==> config.mk <==
export PLATFORM = sky130hd
export DESIGN_NAME = regfile_2r1w_clr
export DESIGN_NICKNAME = d
export VERILOG_FILES = /design/src/rtl/regfile_pkg.sv /design/src/rtl/regfile_clr_fsm.sv /design/src/rtl/regfile_2r1w_clr.sv
export SDC_FILE = /design/constraint.sdc
export NUM_CORES = 1
export LEC_CHECK = 0
export ABC_AREA = 1
export CAP_MARGIN = 20
export CORE_MARGIN = 5
export CORE_UTILIZATION = 25
export CTS_BUF_LIST = sky130_fd_sc_hd__clkbuf_8
export DETAILED_ROUTE_END_ITERATION = 8
export PLACE_DENSITY = 0.54
export RECOVER_POWER = 100
export SYNTH_ARGS = -nofsm -noshare
export SYNTH_HDL_FRONTEND = slang
export SYNTH_SLANG_ARGS = --single-unit
==> constraint.sdc <==
create_clock -name clk -period 2.52 [get_ports clk]
set_clock_uncertainty 0.15 [all_clocks]
set_input_delay 0.504 -clock clk [delete_from_list [all_inputs] [get_ports clk]]
set_output_delay 0.504 -clock clk [all_outputs]
set_load 0.02 [all_outputs]
==> src/rtl/regfile_pkg.sv <==
// Shared types for the 2-read/1-write register file and its bulk-clear sequencer.
package regfile_pkg;

  typedef enum logic {
    RF_IDLE  = 1'b0,
    RF_CLEAR = 1'b1
  } rf_state_e;

endpackage

==> src/rtl/regfile_clr_fsm.sv <==
// Bulk-clear sequencer: sweeps every register address once, one per cycle, while busy.
module regfile_clr_fsm
  import regfile_pkg::*;
#(
  parameter int N = 2
) (
  input  logic         clk,
  input  logic         rst_n,
  input  logic         i_clr_req,
  output logic         o_busy,
  output logic         o_clr_we,
  output logic [N-1:0] o_clr_adr
);

  rf_state_e      r_state;
  logic [N-1:0]   r_clr_ptr;
  logic           r_busy;

  // NOTE: state registers use non-blocking assignments so every flop samples pre-edge values.
  always_ff @(posedge clk or negedge rst_n) begin
    if (!rst_n) begin
      r_state   <= RF_IDLE;
      r_clr_ptr <= '0;
      r_busy    <= 1'b0;
    end else begin
      case (r_state)
        RF_IDLE: begin
          if (i_clr_req) begin
            r_state   <= RF_CLEAR;
            r_clr_ptr <= '0;
            r_busy    <= 1'b1;
          end
        end
        RF_CLEAR: begin
          r_clr_ptr <= r_clr_ptr + N'(1);
          // The edge that clears the last address also ends the sweep.
          if (r_clr_ptr == '1) begin
            r_state <= RF_IDLE;
            r_busy  <= 1'b0;
          end
        end
        default: begin
          r_state <= RF_IDLE;
          r_busy  <= 1'b0;
        end
      endcase
    end
  end

  assign o_busy    = r_busy;
  assign o_clr_we  = (r_state == RF_CLEAR);
  assign o_clr_adr = r_clr_ptr;

endmodule

==> src/rtl/regfile_2r1w_clr.sv <==
// Register file with two combinational read ports, one synchronous write port,
// optional hard-wired zero R0, write-to-read bypass, dirty flags and a sequenced bulk clear.
module regfile_2r1w_clr
  import regfile_pkg::*;
#(
  parameter int N       = 2,
  parameter int M       = 4,
  parameter int ZERO_R0 = 0,
  parameter int BYPASS  = 1
) (
  input  logic              clk,
  input  logic              rst_n,
  input  logic              write,
  output logic              wr_ack,
  input  logic [N-1:0]      a_adr,
  input  logic [N-1:0]      b_adr,
  input  logic [N-1:0]      d_adr,
  input  logic [M-1:0]      d_dat,
  output logic [M-1:0]      a_dat,
  output logic [M-1:0]      b_dat,
  input  logic              clr_req,
  output logic              busy,
  output logic [(2**N)-1:0] dirty
);

  localparam int D = 2**N;

  logic [M-1:0] r_mem [D];
  logic [D-1:0] r_dirty;

  logic         w_clr_we;
  logic [N-1:0] w_clr_adr;
  logic         w_wr_en;
  logic         w_fwd;

  regfile_clr_fsm #(.N(N)) u_clr_fsm (
    .clk       (clk),
    .rst_n     (rst_n),
    .i_clr_req (clr_req),
    .o_busy    (busy),
    .o_clr_we  (w_clr_we),
    .o_clr_adr (w_clr_adr)
  );

  assign wr_ack  = write & ~busy;
  // Writes to R0 are acknowledged but never stored when R0 is hard-wired to zero.
  assign w_wr_en = wr_ack && !((ZERO_R0 != 0) && (d_adr == '0));
  // Forwarding is suppressed in reset so reads report the cleared array.
  assign w_fwd   = (BYPASS != 0) && wr_ack && rst_n;

  // NOTE: the storage is a flop array, so it is reset explicitly; a RAM macro would not be.
  always_ff @(posedge clk or negedge rst_n) begin
    if (!rst_n) begin
      for (int i = 0; i < D; i++) r_mem[i] <= '0;
      r_dirty <= '0;
    end else if (w_clr_we) begin
      r_mem[w_clr_adr]   <= '0;
      r_dirty[w_clr_adr] <= 1'b0;
    end else if (w_wr_en) begin
      r_mem[d_adr]   <= d_dat;
      r_dirty[d_adr] <= 1'b1;
    end
  end

  assign dirty = r_dirty;

  // NOTE: outputs get an unconditional default first so no path leaves them unassigned (no latch).
  always_comb begin
    a_dat = r_mem[a_adr];
    if (w_fwd && (a_adr == d_adr)) a_dat = d_dat;
    if ((ZERO_R0 != 0) && (a_adr == '0)) a_dat = '0;

    b_dat = r_mem[b_adr];
    if (w_fwd && (b_adr == d_adr)) b_dat = d_dat;
    if ((ZERO_R0 != 0) && (b_adr == '0)) b_dat = '0;
  end

endmodule
==> results.cfg, run 1 <==
[global_route]
grt_pass1_wl_um = 8286
grt_max_degree = 25
antenna_found_initial = 0
grt_pass1_vias = 1751
grt_overflow = 0
grt_usage_pct = 12.12

[synthesis]
synth_edf_count = 0
synth_area_um2 = 1675
synth_fp_nets = 277
ys_ff_latch = 24
yosysSeqAreaShare_pct = 35.85
syn_avg_cell_area_um2 = 6.469
synth_warnings = 0
ys_types = 21
async_reset_ff_share_pct = 100.0
syn_inst = 259
synthFlopType = dfrtp_1

[sta]
setup_violations = 0
finalMaxSlewViolations = 0
post-route-period-util_pct = 96.50
worst_slack_ns = 0.08808
post-route-min-period_ns = 2.432
hold_viol = 0
max_slew_margin_pct = 14.13
max_freq_ghz = 0.4112
tightest_slew_ns = 1.288
whs_ns = 0.3341
rsz0062_at_grt = no

[status]
status = complete, no violations

[cts]
clock_latency_ns = 0.27
cts_hold_buffers = 0
root_buffer = clkbuf_8
cts_tree = yes
cts_resized = 30
cts_made_buffers = 3
clock_sinks = 24
post-cts-setup-buffer-count = 0
htree_levels = 1
clk_pin_slew_ns = 0.09
clock_path_buffers = 2

[finish]
layout.nets = 323
fill_cells = 691
areaGrowthSynthToFinish_pct = 29.95
mostFrequentLayoutCell = nand2_1
antennaDiodeCount = 0
layout-drive-gt1-share_pct = 14.14
final_cell_mix = 119 x nand2_1, 44 x nand3_1, 27 x inv_1

[setup_path]
cp.arrival_ns = 1.78
crit_family = buffers and inverters
cp.buffers_inverters = 2
critical_path_required_ns = 1.87
critPathKind = input port to primary output
startpoint_type = input port
path_cells = dlygate4sd3_1, nand3_2, nor2_2, nand3_1, nand2_1, clkbuf_2
setup.worst_path.end_class = primary output
cp_max_fo = 4
cp_slowest_cell = dlygate4sd3_1
slowest_delay_ns = 0.56

[placement]
place.gp.congestion = 0.8593
post-place-ws_ns = -0.3959
dp_hpwl_um = 3938
io_buffers = 27

[min_path]
hp-class = flop to flop

[detailed_routing]
firstDrtPassIters = 4
drc = 0
vias = 1752
wirelength_um = 5000
drtAntennaViolNets = 0
viasPerCell = 4.598
wl_per_cell_um = 13.12
drtIter0Drc = 55

[pwr]
pwr-share-clk_pct = 16.6
power.leakage_nw = 1.231
p_per_area_nw_per_um2 = 757.3
switching_power_mw = 0.7221
p_int_mw = 0.9266
combPwrFrac_pct = 46.5
switching_share_pct = 43.80
seqPwrFrac_pct = 36.9
max-vdd-ir-drop_mv = 0.5107

[die]
io_pins = 28
rows = 29
dieArea_um2 = 8438
start_util_pct = 26.09
dieWidth_um = 91.86
coreArea_um2 = 6422
die_y_um = 91.86

[job]
maxCapViolCount = 0
final timing paths:
path | to | cells after the start | slack [ns] | from
hold reg to reg | dirty[0] | 2 | 0.33 | dirty[0]
hold / removal | dirty[0] | 2 | 0.33 | dirty[0]
setup reg to reg | r_mem[1] | 5 | 0.62 | u_clr_fsm.o_clr_we
setup / recovery | a_dat[1] | 6 | 0.09 | rst_n
max in group asynchronous | r_mem[14] | 2 | 0.53 | rst_n
min in group asynchronous | r_mem[2] | 2 | 0.93 | rst_n
worst register-to-register path, cell delays in order (launching register included):
cell and delay (ns):
dfrtp_1 0.57, inv_1 0.35, o21ai_0 0.32, clkinv_1 0.25, nand2_1 0.10, nand2_1 0.05
flip-flops by register name (all words and copies together), names as in the netlist:
register             count
u_clr_fsm.o_clr_we       1
u_clr_fsm.o_clr_adr      2
u_clr_fsm.o_busy         1
dirty                    4
r_mem                   16
cell families after synthesis:
kind of cell | Yosys count | synth area share, %
fa+ha+maj | 4 | 2.987
buf+inv | 39 | 9.485
flops | 24 | 35.85
simple gates | 187 | 49.74
compound gates | 5 | 1.942
per-stage QoR:
stage               power [mW]  util [%]  instance area (µm²)  TNS [ns]  instances
floorplan                1.106         -                 1675         0        259
global placement         1.425     33.78                 2170    -2.761        377
detailed placement       1.432     33.78                 2170    -2.849        377
CTS                      1.694     34.66                 2226         0        381
global route             1.796     33.90                 2177         0        381
finish                   1.649     33.90                 2177         0        381
cell usage after synthesis, types with 2 or more instances:
library cell / n / area share [%]
nor2_4: 2 / 1.3
inv_2: 4 / 0.90
nand3_2: 3 / 1.8
a21oi_1: 2 / 0.60
ha_1: 4 / 3.0
inv_1: 27 / 6.0
nand3_1: 44 / 13
clkinv_1: 2 / 0.45
buf_2: 4 / 1.2
nand2_1: 118 / 26
nand4_1: 12 / 4.5
dfrtp_1: 24 / 36
nor2_1: 5 / 1.1
final cells by class:
class	count	area (µm²)	share of cell area (%)
clock buffers	4	55.05	2.529
inverters	33	123.9	5.690
multi-input cells	196	909.6	41.78
flip-flops and latches	24	600.6	27.59
well taps	77	96.34	4.425
repair buffers	47	391.6	17.99
routing by layer:
layer / share of wire [%] / vias to the layer above / GRT usage (%)
li1: - / 912 / -
met1: 51 / 787 / 16.81
met2: 43 / 48 / 19.46
met3: 4.3 / 5 / 1.555
met4: 1.4 / 0 / 4.084
met5: 0 / - / 0
power by group through the flow:
stage | Clock (mW) | Combinational, mW | Sequential, mW
2_1_floorplan | 0 | 0.479 | 0.626
3_3_place_gp | 0 | 0.811 | 0.615
3_5_place_dp | 0 | 0.813 | 0.620
4_1_cts | 0.275 | 0.807 | 0.613
5_1_grt | 0.301 | 0.869 | 0.626
6_report | 0.274 | 0.767 | 0.608
Note: power is estimated with default switching activity, not from simulation.
==> run 2: changes to the inputs <==
CORE_ASPECT_RATIO = 0.9   (was default)
==> run 2 against run 1 <==
Against the previous run: critical path depth up 2; maximum frequency rose by 1.3%; non-clock buffer count is 2 higher; largest cell class unchanged.
==> results.cfg, run 2 (synthesis results as in run 1) <==
[setup_path]
startpoint_type = input port
critical_path_required_ns = 1.87
setup.worst_path.end_class = primary output
cp.buffers_inverters = 3
crit_start = d_adr[0]
critPathKind = input port to primary output
slowest_delay_ns = 0.45
rrSetupSlack_ns = 0.58
cp_max_fo = 5
cp.arrival_ns = 1.75
cp_slowest_cell = clkdlybuf4s50_1
crit_family = buffers and inverters
r2r-start = u_clr_fsm.o_busy
path_cells = clkdlybuf4s50_1, clkbuf_2, nand2_1, nand2_1, nor2_4, nand3_1, nand2_1, clkbuf_2
cpMostUsedCell = nand2_1

[cts]
clock_sinks = 24
clock_path_buffers = 2
clk_pin_slew_ns = 0.08
post-cts-setup-buffer-count = 0
cts_hold_buffers = 0
clock_latency_ns = 0.27
root_buffer = clkbuf_8
cts_tree = yes
cts_made_buffers = 3
htree_levels = 1

[die]
dieWidth_um = 96.29
io_pins = 28
dieArea_um2 = 8441
start_util_pct = 25.57
die_y_um = 87.66
rows = 28
coreArea_um2 = 6551

[pwr]
p_total_mw = 1.642
power.leakage_nw = 1.241
max-vdd-ir-drop_mv = 0.3476
p_per_area_nw_per_um2 = 743.6

[finish]
layout.nets = 325
final_cell_mix = 118 x nand2_1, 44 x nand3_1, 26 x inv_1
finalNonFillerCells = 396
antennaDiodeCount = 0
regMostFlops = r_mem
mostFrequentLayoutCell = nand2_1
areaGrowthSynthToFinish_pct = 31.81
layout-drive-gt1-share_pct = 15.03
largest_reg_flops = 16
finalInstanceArea_um2 = 2208

[global_route]
grt_usage_pct = 13.47
antenna_found_initial = 0
grt_pass1_wl_um = 8797
grt_overflow = 0
grt_max_degree = 25
grt_pass1_vias = 1713

[detailed_routing]
wl_per_cell_um = 13.11
vias = 1750
drtIter0Drc = 52
drc = 0
firstDrtPassIters = 4
drtAntennaViolNets = 0
wirelength_um = 5191
viasPerCell = 4.419

[min_path]
hold_start = dirty[0]
hp-class = flop to flop

[sta]
worst_slack_ns = 0.1181
setup_violations = 0
tns_ns = 0
rsz0062_at_grt = no
post-route-period-util_pct = 95.31
post-route-min-period_ns = 2.402
max_slew_margin_pct = 10.83
finalMaxSlewViolations = 0
max_freq_ghz = 0.4163
hold_viol = 0
tightest_slew_ns = 1.338

[placement]
post-place-ws_ns = -0.4385
io_buffers = 27
placed_area_um2 = 2188
dp.cells = 392
place.gp.congestion = 0.9019
dp_hpwl_um = 4231

[status]
status = complete, no violations

[job]
maxCapViolCount = 0
==> run 2: cell types whose count changed in the layout (fill, tap and decap cells not counted), moves of 2 or more <==
cell	previous run	this run
clkbuf_1	1	3
clkbuf_2	5	8
nor2_2	3	1
clkdlybuf4s50_1	12	10
nor2_4	2	4
==> run 2: metal layers <==
layer / track usage (%) / vias up / part of all wire, %
met5: 0 / - / 0
met4: 3.057 / 0 / 0.48
met3: 1.718 / 2 / 4.1
met2: 21.13 / 27 / 45
met1: 19.68 / 808 / 50
li1: - / 913 / -
==> run 2: worst min-delay path, cell delays in order, from the launching register on <==
cell     delay [ns]
dfrtp_1        0.35
nand2_1        0.05
nand2_1        0.06
==> run 2: cell type report <==
type	instances	area [µm²]
flip-flops and latches	24	600.6
well taps	90	112.6
fillers	741	4343
inverters	33	123.9
repair buffers	49	381.6
multi-input cells	196	934.6
clock buffers	4	55.05
==> run 2: path summary, 6_finish.rpt <==
kind	endpoint	cells past startpoint
min in group asynchronous	dirty[3]	2
max reg2reg	r_mem[10]	7
min	dirty[0]	2
max	a_dat[2]	8
min reg2reg	dirty[0]	2
max in group asynchronous	r_mem[15]	2
==> run 2: stage by stage <==
step / utilization [%] / hold slack [ns]
after floorplan: - / 0.05841
after global placement: 33.40 / 0.3198
after detailed placement: 33.40 / 0.3293
after CTS: 34.80 / 0.3515
after global routing: 33.71 / 0.3769
final: 33.71 / 0.3431
==> run 2: power by group <==
| part | switching [mW] | internal [mW] | total (mW) |
|---|---|---|---|
| registers | 0.101 | 0.506 | 0.607 |
| clock network | 0.123 | 0.140 | 0.263 |
| logic | 0.502 | 0.270 | 0.773 |
==> run 2: repair_timing <==
item / CTS / global route
endpoints found under the hold margin: 0 / 0
endpoints found under the setup margin: 8 / 9
gates resized for setup: 30 / 11
